### src/rtl/mem_port_arbiter.sv
// Shares one single-port block RAM between instruction fetch and data load/store; round-robin on conflict.
// Latency: grant is combinational in the request cycle, read data/valid one cycle after the grant.
// Backpressure: a losing requester holds req and waits; a contested loser is granted the following cycle.
module mem_port_arbiter #(
    parameter int ADDR_W = 10,
    parameter int DATA_W = 16
) (
    input  logic              clk,
    input  logic              reset,
    input  logic              if_req,
    input  logic [ADDR_W-1:0] if_addr,
    output logic              if_gnt,
    output logic              if_valid,
    output logic [DATA_W-1:0] if_rdata,
    input  logic              d_req,
    input  logic              d_we,
    input  logic [ADDR_W-1:0] d_addr,
    input  logic [DATA_W-1:0] d_wdata,
    output logic              d_gnt,
    output logic              d_valid,
    output logic [DATA_W-1:0] d_rdata,
    output logic [ADDR_W-1:0] mem_addr,
    output logic [DATA_W-1:0] mem_din,
    output logic              mem_wea,
    input  logic [DATA_W-1:0] mem_douta
);

    typedef enum logic {
        OWN_IF = 1'b0,
        OWN_D  = 1'b1
    } owner_t;

    owner_t last_owner;
    logic   pend_if;
    logic   pend_d;
    logic   pend_we;

    // On conflict the path that did not own the port last wins.
    always_comb begin
        if_gnt = 1'b0;
        d_gnt  = 1'b0;
        if (!reset) begin
            if (if_req && d_req) begin
                if (last_owner == OWN_D) begin
                    if_gnt = 1'b1;
                end else begin
                    d_gnt = 1'b1;
                end
            end else begin
                if_gnt = if_req;
                d_gnt  = d_req;
            end
        end
    end

    always_comb begin
        mem_addr = '0;
        if (if_gnt) begin
            mem_addr = if_addr;
        end else if (d_gnt) begin
            mem_addr = d_addr;
        end
    end

    assign mem_din = d_wdata;
    assign mem_wea = d_gnt & d_we;

    always_ff @(posedge clk) begin
        if (reset) begin
            last_owner <= OWN_D;
            pend_if    <= 1'b0;
            pend_d     <= 1'b0;
            pend_we    <= 1'b0;
        end else begin
            if (if_gnt) begin
                last_owner <= OWN_IF;
            end else if (d_gnt) begin
                last_owner <= OWN_D;
            end
            pend_if <= if_gnt;
            pend_d  <= d_gnt;
            pend_we <= d_we & d_gnt;
        end
    end

    // Responses in flight when reset rises are dropped in that same cycle.
    assign if_valid = pend_if & ~reset;
    assign d_valid  = pend_d & ~reset;
    assign if_rdata = (pend_if & ~reset) ? mem_douta : '0;
    assign d_rdata  = (pend_d & ~pend_we & ~reset) ? mem_douta : '0;

endmodule

### config.mk
export PLATFORM = sky130hd
export DESIGN_NAME = mem_port_arbiter
export DESIGN_NICKNAME = d
export VERILOG_FILES = /design/src/rtl/mem_port_arbiter.sv
export SDC_FILE = /design/constraint.sdc
export NUM_CORES = 1
export LEC_CHECK = 0
export BUFFER_PORTS_ARGS = -buffer_cell sky130_fd_sc_hd__buf_2
export CELL_PAD_IN_SITES_DETAIL_PLACEMENT = 0
export CELL_PAD_IN_SITES_GLOBAL_PLACEMENT = 1
export CORE_MARGIN = 3
export CORE_UTILIZATION = 16
export CTS_CLUSTER_SIZE = 10
export DETAILED_ROUTE_END_ITERATION = 8
export PLACE_DENSITY = 0.83
export SYNTH_ARGS = -nofsm -noshare
export SYNTH_HDL_FRONTEND = slang
export SYNTH_SLANG_ARGS = --single-unit
export TNS_END_PERCENT = 100
### constraint.sdc
create_clock -name clk -period 2.68 [get_ports clk]
set_input_delay 0 -clock clk [delete_from_list [all_inputs] [get_ports clk]]
set_output_delay 0 -clock clk [all_outputs]
set_load 0.05 [all_outputs]
==> impl_results.html, run 1 <==
<table>
<tr><th>Metric</th><th>Value</th></tr>
<tr><th colspan="2">Placed design</th></tr>
<tr><td>Worst slack at placement</td><td>1.45 ns</td></tr>
<tr><td>Post-placement cell area</td><td>0.00101 mm²</td></tr>
<tr><td>Placer Congestion</td><td>0.634</td></tr>
<tr><td>Count of input and output buffers</td><td>87</td></tr>
<tr><th colspan="2">Global route</th></tr>
<tr><td>Number of global-route vias before repair</td><td>797</td></tr>
<tr><td>Maximum number of pins on one net before global-route repair</td><td>19</td></tr>
<tr><td>Antenna violations before repair</td><td>0</td></tr>
<tr><td>Wire length of the first global-routing pass</td><td>3220 µm</td></tr>
<tr><td>GRT Total Usage</td><td>0.0754</td></tr>
<tr><td>Congestion Overflow GR</td><td>0</td></tr>
<tr><th colspan="2">STA</th></tr>
<tr><td>Max-slew violations</td><td>0</td></tr>
<tr><td>Minimum period implied by the final worst setup slack</td><td>1.44 ns</td></tr>
<tr><td>Fin Clk Skew</td><td>0.000108 ns</td></tr>
<tr><td>Pin slew with the least headroom to its limit</td><td>0.466 ns</td></tr>
<tr><td>Setup violators final</td><td>0</td></tr>
<tr><td>Crit share post-route</td><td>0.537</td></tr>
<tr><td>Post-route worst setup slack</td><td>1.24 ns</td></tr>
<tr><td>RSZ-0062 raised after global routing</td><td>false</td></tr>
<tr><td>Final hold violation count</td><td>0</td></tr>
<tr><td>Maximum clock frequency</td><td>695 MHz</td></tr>
<tr><td>Fin Setup TNS</td><td>0 ns</td></tr>
<tr><td>Slew margin rel.</td><td>0.689</td></tr>
<tr><th colspan="2">CTS</th></tr>
<tr><td>H-tree depth</td><td>1</td></tr>
<tr><td>Cts hold-fix bufs</td><td>0</td></tr>
<tr><td>Number of sinks handled by clock tree synthesis</td><td>4</td></tr>
<tr><td>Clk pin slew, worst setup/hold paths</td><td>0.03 ns</td></tr>
<tr><td>TritonCTS buffer count</td><td>3</td></tr>
<tr><td># Post-CTS Setup Buffers</td><td>0</td></tr>
<tr><td>Root Buffer</td><td>sky130_fd_sc_hd__clkbuf_8</td></tr>
<tr><td>Gates resized, CTS repair</td><td>0</td></tr>
<tr><td>Maximum buffer depth of the clock tree</td><td>2</td></tr>
<tr><td>Clock tree from TritonCTS</td><td>yes</td></tr>
<tr><td>Clock network latency to the later pin of the worst-skew pair</td><td>0.21 ns</td></tr>
<tr><th colspan="2">Detailed routing</th></tr>
<tr><td>Drt drc</td><td>0</td></tr>
<tr><td>Number of detailed-route iterations in the first pass</td><td>2</td></tr>
<tr><td>Iteration-0 DRC Markers</td><td>7</td></tr>
<tr><td>Total number of vias</td><td>869</td></tr>
<tr><td>Sum of routed wire length over all layers</td><td>2010 µm</td></tr>
<tr><td>Post-DR vias/cell</td><td>4.14</td></tr>
<tr><td>DRT antenna net count</td><td>0</td></tr>
<tr><td>Avg WL per Cell</td><td>9.59 µm</td></tr>
<tr><th colspan="2">Synth</th></tr>
<tr><td>Flip-flop and latch count after synthesis</td><td>4</td></tr>
<tr><td>Number of warnings printed during yosys synthesis</td><td>0</td></tr>
<tr><td>Top cells by area in the synthesized netlist</td><td>sky130_fd_sc_hd__and2_1, sky130_fd_sc_hd__buf_4, sky130_fd_sc_hd__a32oi_1, sky130_fd_sc_hd__dfxtp_1, sky130_fd_sc_hd__nor2_1</td></tr>
<tr><td>Syn Area/Cell</td><td>7.12 µm²</td></tr>
<tr><td>Number of instances in the synthesized netlist</td><td>94</td></tr>
<tr><td>Cell accounting for the most synthesized area</td><td>sky130_fd_sc_hd__and2_1</td></tr>
<tr><td>Share of the yosys chip area belonging to registers</td><td>0.120</td></tr>
<tr><td>Top-area cell type share of the netlist area</td><td>0.318</td></tr>
<tr><td>Synthesized net count</td><td>151</td></tr>
<tr><td>Distinct cell type count after synthesis</td><td>15</td></tr>
<tr><td>Post-synthesis cell area</td><td>669 µm²</td></tr>
<tr><th colspan="2">Cells and area</th></tr>
<tr><td>Leading cell type in the layout, fill and taps excluded</td><td>sky130_fd_sc_hd__buf_2</td></tr>
<tr><td>Proportion of layout cells with a drive suffix above 1</td><td>0.574</td></tr>
<tr><td>Final-layout fill cell count</td><td>417</td></tr>
<tr><td>Final standard cell utilization of the core</td><td>0.272</td></tr>
<tr><td>Multi-input logic area</td><td>424 µm²</td></tr>
<tr><td>Final instance area</td><td>0.00105 mm²</td></tr>
<tr><td>Synthesis-to-finish area growth</td><td>56.6%</td></tr>
<tr><td>Net count, final</td><td>221</td></tr>
<tr><td>Area of all sequential standard cells</td><td>80.1 µm²</td></tr>
<tr><td>Number of diodes</td><td>0</td></tr>
<tr><td>Highest-count cells in the layout ignoring fill and taps</td><td>sky130_fd_sc_hd__buf_2, sky130_fd_sc_hd__and2_1, sky130_fd_sc_hd__nor2_1</td></tr>
<tr><th colspan="2">Die</th></tr>
<tr><td>Std cell rows</td><td>22</td></tr>
<tr><td>CORE AREA</td><td>0.00385 mm²</td></tr>
<tr><td>Number of I/O pins</td><td>120</td></tr>
<tr><td>Full die area</td><td>0.00500 mm²</td></tr>
<tr><td>Effective utilization at floorplan</td><td>0.174</td></tr>
<tr><td>Die width</td><td>70.7 µm</td></tr>
<tr><td>Y dimension of the die</td><td>70.7 µm</td></tr>
<tr><th colspan="2">Critical path</th></tr>
<tr><td>Capturing element type of the critical path</td><td>output pin</td></tr>
<tr><td>Crit Path Category</td><td>reg -&gt; out</td></tr>
<tr><td>Critical path data arrival time</td><td>1.44 ns</td></tr>
<tr><td>Reg2Reg Capture Point</td><td>pend_if</td></tr>
<tr><td>Reg2Reg Depth</td><td>3</td></tr>
<tr><td>Reg-to-reg startpoint</td><td>last_owner</td></tr>
<tr><td>Kind of launch point of the worst setup path</td><td>register</td></tr>
<tr><td>Flop2flop setup slack</td><td>1.68 ns</td></tr>
<tr><td>Worst EP required</td><td>2.68 ns</td></tr>
<tr><td>Worst-path fanout max</td><td>11</td></tr>
<tr><th colspan="2">Power</th></tr>
<tr><td>Sequential share of power</td><td>0.174</td></tr>
<tr><td>Net switching power of the design</td><td>158 µW</td></tr>
<tr><td>Share of total power in the clock network</td><td>0.334</td></tr>
<tr><td>Worst vdd ir</td><td>174 µV</td></tr>
<tr><td>Sw frac</td><td>0.424</td></tr>
<tr><td>Cell Pwr Density</td><td>356 mW/mm²</td></tr>
<tr><td>Overall power of the completed layout</td><td>373 µW</td></tr>
<tr><td>LEAKAGE</td><td>0.633 nW</td></tr>
<tr><td>Cell internal power dissipation</td><td>215 µW</td></tr>
<tr><td>Comb power frac</td><td>0.492</td></tr>
<tr><th colspan="2">Hold path</th></tr>
<tr><td>Worst hold path depth</td><td>0</td></tr>
<tr><td>HP Start</td><td>d_wdata[10]</td></tr>
<tr><td>Hold crit path type</td><td>in -&gt; out</td></tr>
<tr><td>Sink of the worst hold path</td><td>mem_din[10]</td></tr>
<tr><th colspan="2">Run status</th></tr>
<tr><td>Status</td><td>completed</td></tr>
<tr><th colspan="2">Run</th></tr>
<tr><td>Number of maximum-capacitance constraint violations</td><td>0</td></tr>
</table>
metrics by stage:
stage | instances | hold slack, ns
6_report | 210 | 0.0000220
5_1_grt | 210 | 0.0000909
4_1_cts | 210 | 0.000341
3_5_place_dp | 207 | 0.000341
3_3_place_gp | 207 | 0.000341
2_1_floorplan | 94 | 0.122
logic make-up after synthesis:
family | share of synthesized area
AOI/OAI and AO/OA | 0.150
buffers and inverters | 0.247
and+or+nand+nor | 0.484
DFF | 0.120
sequential cells by signal, indices dropped and copies added (netlist names):
name        cells
last_owner      1
pend_d          1
pend_if         1
pend_we         1
worst max path at each step:
stage | start | end | slack, ns | cells past startpoint
global route | pend_d | d_rdata[13] | 1.07 | 3
detailed placement | pend_d | d_rdata[15] | 1.45 | 3
floorplan | last_owner | mem_wea | 0.89 | 3
finish | last_owner | mem_addr[4] | 1.24 | 4
CTS | pend_d | d_rdata[15] | 1.22 | 3
global placement | pend_d | d_rdata[12] | 1.46 | 3
synth_stat cells (all sizes together):
master and count:
a21boi 1, a32oi 10, and2 34, buf 21, clkbuf 2, dfxtp 4
nand2 2, nand2b 2, nor2 12, nor2b 4, nor3b 1, o21ai 1
worst max-delay path: stages, from the launching register on:
cell and delay, ns:
sky130_fd_sc_hd__dfxtp_1 0.35, sky130_fd_sc_hd__nand2b_1 0.36, sky130_fd_sc_hd__a32oi_1 0.16, sky130_fd_sc_hd__nor2_1 0.10
sky130_fd_sc_hd__buf_2 0.26
final cells by class:
| type | instances | share of cell area |
|---|---|---|
| Clock buffer | 3 | 0.0394 |
| Multi-Input combinational cell | 67 | 0.405 |
| Sequential cell | 4 | 0.0764 |
| Tap cell | 48 | 0.0573 |
| Timing Repair Buffer | 88 | 0.422 |
power groups by stage:
stage	registers [mW]	clock network [mW]	logic [mW]
after floorplan	0.0655	0	0.195
after global placement	0.0657	0	0.185
after detailed placement	0.0659	0	0.185
after CTS	0.0651	0.130	0.186
after global routing	0.0655	0.135	0.197
final	0.0651	0.125	0.184
layer usage:
metal  GRT usage  routed length, µm
met5           0                  0
met4      0.0188                 11
met3      0.0313                373
met2       0.134                856
met1      0.0829                772
No activity file was read; power rests on OpenSTA's default activity.
==> run 2: changes to the inputs <==
--- a/config.mk
+++ b/config.mk
@@ -9,10 +9,10 @@
 export CELL_PAD_IN_SITES_DETAIL_PLACEMENT = 0
 export CELL_PAD_IN_SITES_GLOBAL_PLACEMENT = 1
 export CORE_MARGIN = 3
-export CORE_UTILIZATION = 16
+export CORE_UTILIZATION = 14
 export CTS_CLUSTER_SIZE = 10
 export DETAILED_ROUTE_END_ITERATION = 8
-export PLACE_DENSITY = 0.83
+export PLACE_DENSITY = 0.74
 export SYNTH_ARGS = -nofsm -noshare
 export SYNTH_HDL_FRONTEND = slang
 export SYNTH_SLANG_ARGS = --single-unit
==> constraint.sdc (replaced) <==
create_clock -name clk -period 1.34 [get_ports clk]
set_input_delay 0 -clock clk [delete_from_list [all_inputs] [get_ports clk]]
set_output_delay 0 -clock clk [all_outputs]
set_load 0.05 [all_outputs]
==> run 2 against run 1 <==
Utilization rose by 0.11 points. Final cell count rose by 3.8%. Global-route usage fell by 0.29 points. Cell area rose by 17%. Combinational power rose by 130%. Worst hold slack barely moved. Flip-flop and latch count did not move. Clock skew rose by 0.0025 ns. Via count rose by 3.8%. Largest cell class unchanged.
==> impl_results.html, run 2 (same netlist as run 1, synthesis figures left out) <==
<table>
<tr><th>Metric</th><th>Value</th></tr>
<tr><th colspan="2">Critical path</th></tr>
<tr><td>Delay of the slowest cell on the worst path</td><td>0.31 ns</td></tr>
<tr><td>Kind of launch point of the worst setup path</td><td>register</td></tr>
<tr><td>Family with the most delay on the worst path</td><td>buffers and inverters</td></tr>
<tr><td>Worst-path fanout max</td><td>16</td></tr>
<tr><td>Critical path data arrival time</td><td>1.27 ns</td></tr>
<tr><td>Reg-to-reg startpoint</td><td>last_owner</td></tr>
<tr><td>Worst EP required</td><td>1.34 ns</td></tr>
<tr><td>Capturing element type of the critical path</td><td>output pin</td></tr>
<tr><td>Bufs and invs on worst path</td><td>2</td></tr>
<tr><td>Crit Path Category</td><td>reg -&gt; out</td></tr>
<tr><td>Reg2Reg Capture Point</td><td>pend_d</td></tr>
<tr><td>Flop2flop setup slack</td><td>0.38 ns</td></tr>
<tr><td>Cell breakdown of the critical path</td><td>nor3b_4 &gt; buf_4 &gt; and2_1 &gt; buf_2</td></tr>
<tr><td>Cell with the largest stage delay on the worst path</td><td>sky130_fd_sc_hd__dfxtp_1</td></tr>
<tr><td>Reg2Reg Depth</td><td>4</td></tr>
<tr><th colspan="2">Global route</th></tr>
<tr><td>Wire length of the first global-routing pass</td><td>3080 µm</td></tr>
<tr><td>Congestion Overflow GR</td><td>0</td></tr>
<tr><td>Number of global-route vias before repair</td><td>746</td></tr>
<tr><td>Maximum number of pins on one net before global-route repair</td><td>18</td></tr>
<tr><td>Antenna violations before repair</td><td>0</td></tr>
<tr><td>GRT Total Usage</td><td>0.0725</td></tr>
<tr><th colspan="2">Die</th></tr>
<tr><td>Y dimension of the die</td><td>75.1 µm</td></tr>
<tr><td>CORE AREA</td><td>0.00447 mm²</td></tr>
<tr><td>Die width</td><td>75.1 µm</td></tr>
<tr><td>Effective utilization at floorplan</td><td>0.150</td></tr>
<tr><td>Number of I/O pins</td><td>120</td></tr>
<tr><td>Full die area</td><td>0.00565 mm²</td></tr>
<tr><td>Std cell rows</td><td>24</td></tr>
<tr><th colspan="2">CTS</th></tr>
<tr><td>Root Buffer</td><td>sky130_fd_sc_hd__clkbuf_8</td></tr>
<tr><td>TritonCTS buffer count</td><td>3</td></tr>
<tr><td>Clk pin slew, worst setup/hold paths</td><td>0.03 ns</td></tr>
<tr><td>Cts hold-fix bufs</td><td>0</td></tr>
<tr><td>Maximum buffer depth of the clock tree</td><td>2</td></tr>
<tr><td>Number of sinks handled by clock tree synthesis</td><td>4</td></tr>
<tr><td>Clock tree from TritonCTS</td><td>yes</td></tr>
<tr><td>H-tree depth</td><td>1</td></tr>
<tr><td>Clock network latency to the later pin of the worst-skew pair</td><td>0.22 ns</td></tr>
<tr><th colspan="2">STA</th></tr>
<tr><td>Minimum period implied by the final worst setup slack</td><td>1.27 ns</td></tr>
<tr><td>Worst hold slack across all endpoints</td><td>0.0000193 ns</td></tr>
<tr><td>Maximum clock frequency</td><td>787 MHz</td></tr>
<tr><td>Setup violators final</td><td>0</td></tr>
<tr><td>Pin slew with the least headroom to its limit</td><td>0.264 ns</td></tr>
<tr><td>RSZ-0062 raised after global routing</td><td>true</td></tr>
<tr><td>Crit share post-route</td><td>0.948</td></tr>
<tr><td>Final hold violation count</td><td>0</td></tr>
<tr><td>Slew margin rel.</td><td>0.824</td></tr>
<tr><td>Max-slew violations</td><td>0</td></tr>
<tr><td>Fin Clk Skew</td><td>0.00262 ns</td></tr>
<tr><th colspan="2">Hold path</th></tr>
<tr><td>Worst hold path depth</td><td>0</td></tr>
<tr><td>Sink of the worst hold path</td><td>mem_din[14]</td></tr>
<tr><td>Hold crit path type</td><td>in -&gt; out</td></tr>
<tr><td>HP Start</td><td>d_wdata[14]</td></tr>
<tr><th colspan="2">Power</th></tr>
<tr><td>Cell Pwr Density</td><td>664 mW/mm²</td></tr>
<tr><td>Sw frac</td><td>0.419</td></tr>
<tr><td>LEAKAGE</td><td>0.668 nW</td></tr>
<tr><td>Overall power of the completed layout</td><td>812 µW</td></tr>
<tr><td>Net switching power of the design</td><td>340 µW</td></tr>
<tr><td>Comb power frac</td><td>0.528</td></tr>
<tr><td>Cell internal power dissipation</td><td>471 µW</td></tr>
<tr><td>Worst vdd ir</td><td>389 µV</td></tr>
<tr><td>Sequential share of power</td><td>0.161</td></tr>
<tr><td>Share of total power in the clock network</td><td>0.311</td></tr>
<tr><th colspan="2">Detailed routing</th></tr>
<tr><td>Sum of routed wire length over all layers</td><td>2410 µm</td></tr>
<tr><td>Iteration-0 DRC Markers</td><td>7</td></tr>
<tr><td>Avg WL per Cell</td><td>11.0 µm</td></tr>
<tr><td>Drt drc</td><td>0</td></tr>
<tr><td>Post-DR vias/cell</td><td>4.14</td></tr>
<tr><td>Total number of vias</td><td>902</td></tr>
<tr><td>DRT antenna net count</td><td>0</td></tr>
<tr><td>Number of detailed-route iterations in the first pass</td><td>3</td></tr>
<tr><th colspan="2">Cells and area</th></tr>
<tr><td>Multi-input logic area</td><td>475 µm²</td></tr>
<tr><td>Highest-count cells in the layout ignoring fill and taps</td><td>sky130_fd_sc_hd__buf_2, sky130_fd_sc_hd__and2_1, sky130_fd_sc_hd__clkbuf_4</td></tr>
<tr><td>Number of diodes</td><td>0</td></tr>
<tr><td>Final-layout fill cell count</td><td>479</td></tr>
<tr><td>Area of all sequential standard cells</td><td>81.3 µm²</td></tr>
<tr><td>Synthesis-to-finish area growth</td><td>82.6%</td></tr>
<tr><td>Proportion of layout cells with a drive suffix above 1</td><td>0.675</td></tr>
<tr><td>Leading cell type in the layout, fill and taps excluded</td><td>sky130_fd_sc_hd__buf_2</td></tr>
<tr><td>Net count, final</td><td>225</td></tr>
<tr><td>Final instance area</td><td>0.00122 mm²</td></tr>
<tr><th colspan="2">Placed design</th></tr>
<tr><td>Count of input and output buffers</td><td>87</td></tr>
<tr><td>Post-placement cell area</td><td>0.00107 mm²</td></tr>
<tr><td>HPWL after detailed placement</td><td>1900 µm</td></tr>
<tr><td>Placer Congestion</td><td>0.670</td></tr>
<tr><th colspan="2">Run</th></tr>
<tr><td>Number of maximum-capacitance constraint violations</td><td>0</td></tr>
<tr><th colspan="2">Run status</th></tr>
<tr><td>Status</td><td>completed</td></tr>
</table>
[run 2: cell types whose count changed in the layout (fill, tap and decap cells not counted), moves of 4 or more]
cell,delta
sky130_fd_sc_hd__clkbuf_4,+12
sky130_fd_sc_hd__nor2_1,-10
sky130_fd_sc_hd__nor2_2,+10
sky130_fd_sc_hd__buf_6,+9
sky130_fd_sc_hd__buf_4,+4
sky130_fd_sc_hd__buf_2,-21
[run 2: area by class of cell]
type | instances | area share
Tap cell | 52 | 0.0532
Sequential cell | 4 | 0.0665
Clock buffer | 3 | 0.0338
Multi-Input combinational cell | 67 | 0.389
Timing Repair Buffer | 92 | 0.458
[run 2: routing by layer]
layer  share of wire  track usage  up-vias  routed length, µm
li1                -            -      441                  -
met1            0.34       0.0625      379                827
met2            0.47        0.151       78               1140
met3            0.17       0.0227        4                398
met4           0.016       0.0272        0                 38
met5               0            0        -                  0
[run 2: power by group through the flow]
stage | Combinational [mW] | Sequential (mW) | Clock [mW]
6_report | 0.428 | 0.131 | 0.252
2_1_floorplan | 0.403 | 0.131 | 0
5_1_grt | 0.457 | 0.132 | 0.272
4_1_cts | 0.412 | 0.130 | 0.264
3_5_place_dp | 0.394 | 0.131 | 0
3_3_place_gp | 0.392 | 0.131 | 0
[run 2: worst reg2reg max path, delay by kind of cell (launching register included)]
| kind | cells | cell delay (ns) |
|---|---|---|
| AND/OR/NAND/NOR | 1 | 0.11 |
| flip-flops | 1 | 0.33 |
| AO/OA/AOI/OAI | 1 | 0.19 |
| buffers and inverters | 2 | 0.28 |
[run 2: what timing repair did]
| action | 4_1_cts | 5_1_grt |
|---|---|---|
| pin swaps | 0 | 1 |
| buffers inserted | 1 | 0 |
| endpoints found under the setup margin | 11 | 20 |
| gates resized for setup | 12 | 23 |
[run 2: worst max path at each step]
| stage | startpoint | to | depth (start not counted) |
|---|---|---|---|
| 2_1_floorplan | last_owner | mem_wea | 3 |
| 3_3_place_gp | last_owner | mem_addr[0] | 4 |
| 3_5_place_dp | last_owner | mem_addr[6] | 4 |
| 4_1_cts | last_owner | mem_addr[6] | 5 |
| 5_1_grt | pend_d | d_rdata[2] | 4 |
| 6_report | pend_d | d_rdata[5] | 4 |
[run 2: metrics by stage]
step / util / instances / setup WS, ns / setup TNS (ns)
3_5_place_dp: 0.239 / 214 / 0.0684 / 0
6_report: 0.273 / 218 / 0.0698 / 0
2_1_floorplan: - / 94 / 0.00746 / 0
3_3_place_gp: 0.239 / 214 / 0.0915 / 0
4_1_cts: 0.257 / 218 / 0.0400 / 0
5_1_grt: 0.273 / 218 / -0.000418 / -0.000679
==> run 3: changes to the inputs <==
--- a/config.mk
+++ b/config.mk
@@ -8,8 +8,9 @@
 export BUFFER_PORTS_ARGS = -buffer_cell sky130_fd_sc_hd__buf_2
 export CELL_PAD_IN_SITES_DETAIL_PLACEMENT = 0
 export CELL_PAD_IN_SITES_GLOBAL_PLACEMENT = 1
-export CORE_MARGIN = 3
+export CORE_MARGIN = 2
 export CORE_UTILIZATION = 14
+export CTS_BUF_LIST = sky130_fd_sc_hd__clkbuf_16
 export CTS_CLUSTER_SIZE = 10
 export DETAILED_ROUTE_END_ITERATION = 8
 export PLACE_DENSITY = 0.74
==> run 3 against run 2 <==
Clock skew down 0.0019 ns. Largest cell class unchanged. First-iteration DRC count unchanged. Via count down 1.4%. Worst hold slack about the same. Critical path type unchanged. Critical path depth up 1.
==> impl_results.html, run 3 (same netlist as run 1, synthesis figures left out) <==
<table>
<tr><th>Metric</th><th>Value</th></tr>
<tr><th colspan="2">Detailed routing</th></tr>
<tr><td>Avg WL per Cell</td><td>11.0 µm</td></tr>
<tr><td>Iteration-0 DRC Markers</td><td>7</td></tr>
<tr><td>Drt drc</td><td>0</td></tr>
<tr><td>Sum of routed wire length over all layers</td><td>2430 µm</td></tr>
<tr><td>Total number of vias</td><td>889</td></tr>
<tr><td>Post-DR vias/cell</td><td>4.00</td></tr>
<tr><td>DRT antenna net count</td><td>0</td></tr>
<tr><td>Number of detailed-route iterations in the first pass</td><td>2</td></tr>
<tr><th colspan="2">Die</th></tr>
<tr><td>Std cell rows</td><td>25</td></tr>
<tr><td>Die width</td><td>73.1 µm</td></tr>
<tr><td>Y dimension of the die</td><td>73.1 µm</td></tr>
<tr><td>Number of I/O pins</td><td>120</td></tr>
<tr><td>Full die area</td><td>0.00535 mm²</td></tr>
<tr><td>Effective utilization at floorplan</td><td>0.144</td></tr>
<tr><td>CORE AREA</td><td>0.00466 mm²</td></tr>
<tr><th colspan="2">Cells and area</th></tr>
<tr><td>Number of diodes</td><td>0</td></tr>
<tr><td>Net count, final</td><td>227</td></tr>
<tr><td>Leading cell type in the layout, fill and taps excluded</td><td>sky130_fd_sc_hd__buf_2</td></tr>
<tr><td>Synthesis-to-finish area growth</td><td>91.2%</td></tr>
<tr><td>Highest-count cells in the layout ignoring fill and taps</td><td>sky130_fd_sc_hd__buf_2, sky130_fd_sc_hd__and2_1, sky130_fd_sc_hd__nor2_2, sky130_fd_sc_hd__buf_4, sky130_fd_sc_hd__a32oi_1</td></tr>
<tr><td>Final-layout fill cell count</td><td>514</td></tr>
<tr><td>Proportion of layout cells with a drive suffix above 1</td><td>0.679</td></tr>
<tr><th colspan="2">CTS</th></tr>
<tr><td>Root Buffer</td><td>sky130_fd_sc_hd__clkbuf_16</td></tr>
<tr><td>Clock network latency to the later pin of the worst-skew pair</td><td>0.22 ns</td></tr>
<tr><td>Clk pin slew, worst setup/hold paths</td><td>0.03 ns</td></tr>
<tr><td>TritonCTS buffer count</td><td>3</td></tr>
<tr><td>Number of sinks handled by clock tree synthesis</td><td>4</td></tr>
<tr><td>Maximum buffer depth of the clock tree</td><td>2</td></tr>
<tr><td>H-tree depth</td><td>1</td></tr>
<tr><td>Clock tree from TritonCTS</td><td>yes</td></tr>
<tr><th colspan="2">Critical path</th></tr>
<tr><td>Worst-path fanout max</td><td>9</td></tr>
<tr><td>Flop2flop setup slack</td><td>0.43 ns</td></tr>
<tr><td>Reg-to-reg startpoint</td><td>last_owner</td></tr>
<tr><td>Crit Path Category</td><td>reg -&gt; out</td></tr>
<tr><td>Kind of launch point of the worst setup path</td><td>register</td></tr>
<tr><td>Capturing element type of the critical path</td><td>output pin</td></tr>
<tr><td>Reg2Reg Depth</td><td>4</td></tr>
<tr><td>Critical path data arrival time</td><td>1.31 ns</td></tr>
<tr><td>Worst EP required</td><td>1.34 ns</td></tr>
<tr><td>Reg2Reg Capture Point</td><td>pend_if</td></tr>
<tr><th colspan="2">STA</th></tr>
<tr><td>Final hold violation count</td><td>0</td></tr>
<tr><td>Fin Setup TNS</td><td>0 ns</td></tr>
<tr><td>Crit share post-route</td><td>0.977</td></tr>
<tr><td>Max-slew violations</td><td>0</td></tr>
<tr><td>Maximum clock frequency</td><td>764 MHz</td></tr>
<tr><td>Fin Clk Skew</td><td>0.000759 ns</td></tr>
<tr><td>Pin slew with the least headroom to its limit</td><td>0.255 ns</td></tr>
<tr><td>Setup violators final</td><td>0</td></tr>
<tr><td>Slew margin rel.</td><td>0.830</td></tr>
<tr><td>RSZ-0062 raised after global routing</td><td>true</td></tr>
<tr><td>Worst hold slack across all endpoints</td><td>0.0000174 ns</td></tr>
<tr><td>Minimum period implied by the final worst setup slack</td><td>1.31 ns</td></tr>
<tr><th colspan="2">Hold path</th></tr>
<tr><td>HP Start</td><td>d_wdata[5]</td></tr>
<tr><td>Hold crit path type</td><td>in -&gt; out</td></tr>
<tr><td>Worst hold path depth</td><td>0</td></tr>
<tr><td>Sink of the worst hold path</td><td>mem_din[5]</td></tr>
<tr><th colspan="2">Placed design</th></tr>
<tr><td>Count of input and output buffers</td><td>87</td></tr>
<tr><td>HPWL after detailed placement</td><td>1920 µm</td></tr>
<tr><td>Placer Congestion</td><td>0.683</td></tr>
<tr><th colspan="2">Power</th></tr>
<tr><td>LEAKAGE</td><td>0.710 nW</td></tr>
<tr><td>Worst vdd ir</td><td>418 µV</td></tr>
<tr><td>Cell Pwr Density</td><td>807 mW/mm²</td></tr>
<tr><td>Overall power of the completed layout</td><td>1.03 mW</td></tr>
<tr><th colspan="2">Global route</th></tr>
<tr><td>Wire length of the first global-routing pass</td><td>3390 µm</td></tr>
<tr><td>Number of global-route vias before repair</td><td>742</td></tr>
<tr><td>GRT Total Usage</td><td>0.0824</td></tr>
<tr><td>Antenna violations before repair</td><td>0</td></tr>
<tr><td>Maximum number of pins on one net before global-route repair</td><td>18</td></tr>
<tr><td>Congestion Overflow GR</td><td>0</td></tr>
<tr><th colspan="2">Run</th></tr>
<tr><td>Number of maximum-capacitance constraint violations</td><td>0</td></tr>
<tr><th colspan="2">Run status</th></tr>
<tr><td>Status</td><td>completed</td></tr>
</table>
==> run 3: repair_timing <==
action                     4_1_cts  5_1_grt
hold buffers                     1        0
setup endpoints to repair       43       12
cloned                           0        1
setup buffers                    1        0
pin swaps                        0        2
gates resized for setup         12       13
hold endpoints to repair         1        0
==> run 3: area by class of cell <==
| class | count | area (µm²) | share of cell area |
|---|---|---|---|
| multi-input cells | 67 | 495 | 0.387 |
| well taps | 54 | 67.6 | 0.0528 |
| flip-flops and latches | 4 | 81.3 | 0.0635 |
| clock buffers | 3 | 75.1 | 0.0587 |
| repair buffers | 94 | 561 | 0.438 |
==> run 3: power by group <==
group,switching [mW],internal [mW]
Clock,0.0780,0.381
Sequential,0.00515,0.127
Combinational,0.282,0.160
==> run 3: worst max path at each step <==
stage                     from     endpoint  slack (ns)  cells after the start
finish              last_owner  mem_addr[6]        0.03                      5
global route        last_owner  mem_addr[9]       -0.04                      5
CTS                 last_owner  mem_addr[2]        0.02                      5
detailed placement      pend_d   d_rdata[2]        0.12                      3
global placement        pend_d   d_rdata[3]        0.14                      3
floorplan           last_owner      mem_wea       0.007                      3
==> run 3: worst max-delay path, stage by stage, from the launching register on <==
cell and delay, ns:
sky130_fd_sc_hd__dfxtp_2 0.33, sky130_fd_sc_hd__nand2b_4 0.16, sky130_fd_sc_hd__buf_12 0.14, sky130_fd_sc_hd__a32oi_1 0.22
sky130_fd_sc_hd__nor2_2 0.05, sky130_fd_sc_hd__buf_4 0.19
==> run 3: metal layers <==
metal	wire length [µm]	up-vias	GRT usage
met2	1230	77	0.165
met4	19	0	0.0267
met1	878	368	0.0784
li1	-	442	-
met3	302	2	0.0235
met5	0	-	0
==> run 3: through the flow <==
step / worst slack (ns) / cell area (µm²) / utilization / std cells
2_1_floorplan: 0.00746 / 702 / - / 94
3_3_place_gp: 0.137 / 1080 / 0.232 / 216
3_5_place_dp: 0.120 / 1080 / 0.232 / 216
4_1_cts: 0.0197 / 1220 / 0.263 / 221
5_1_grt: -0.0357 / 1280 / 0.275 / 222
6_report: 0.0302 / 1280 / 0.275 / 222
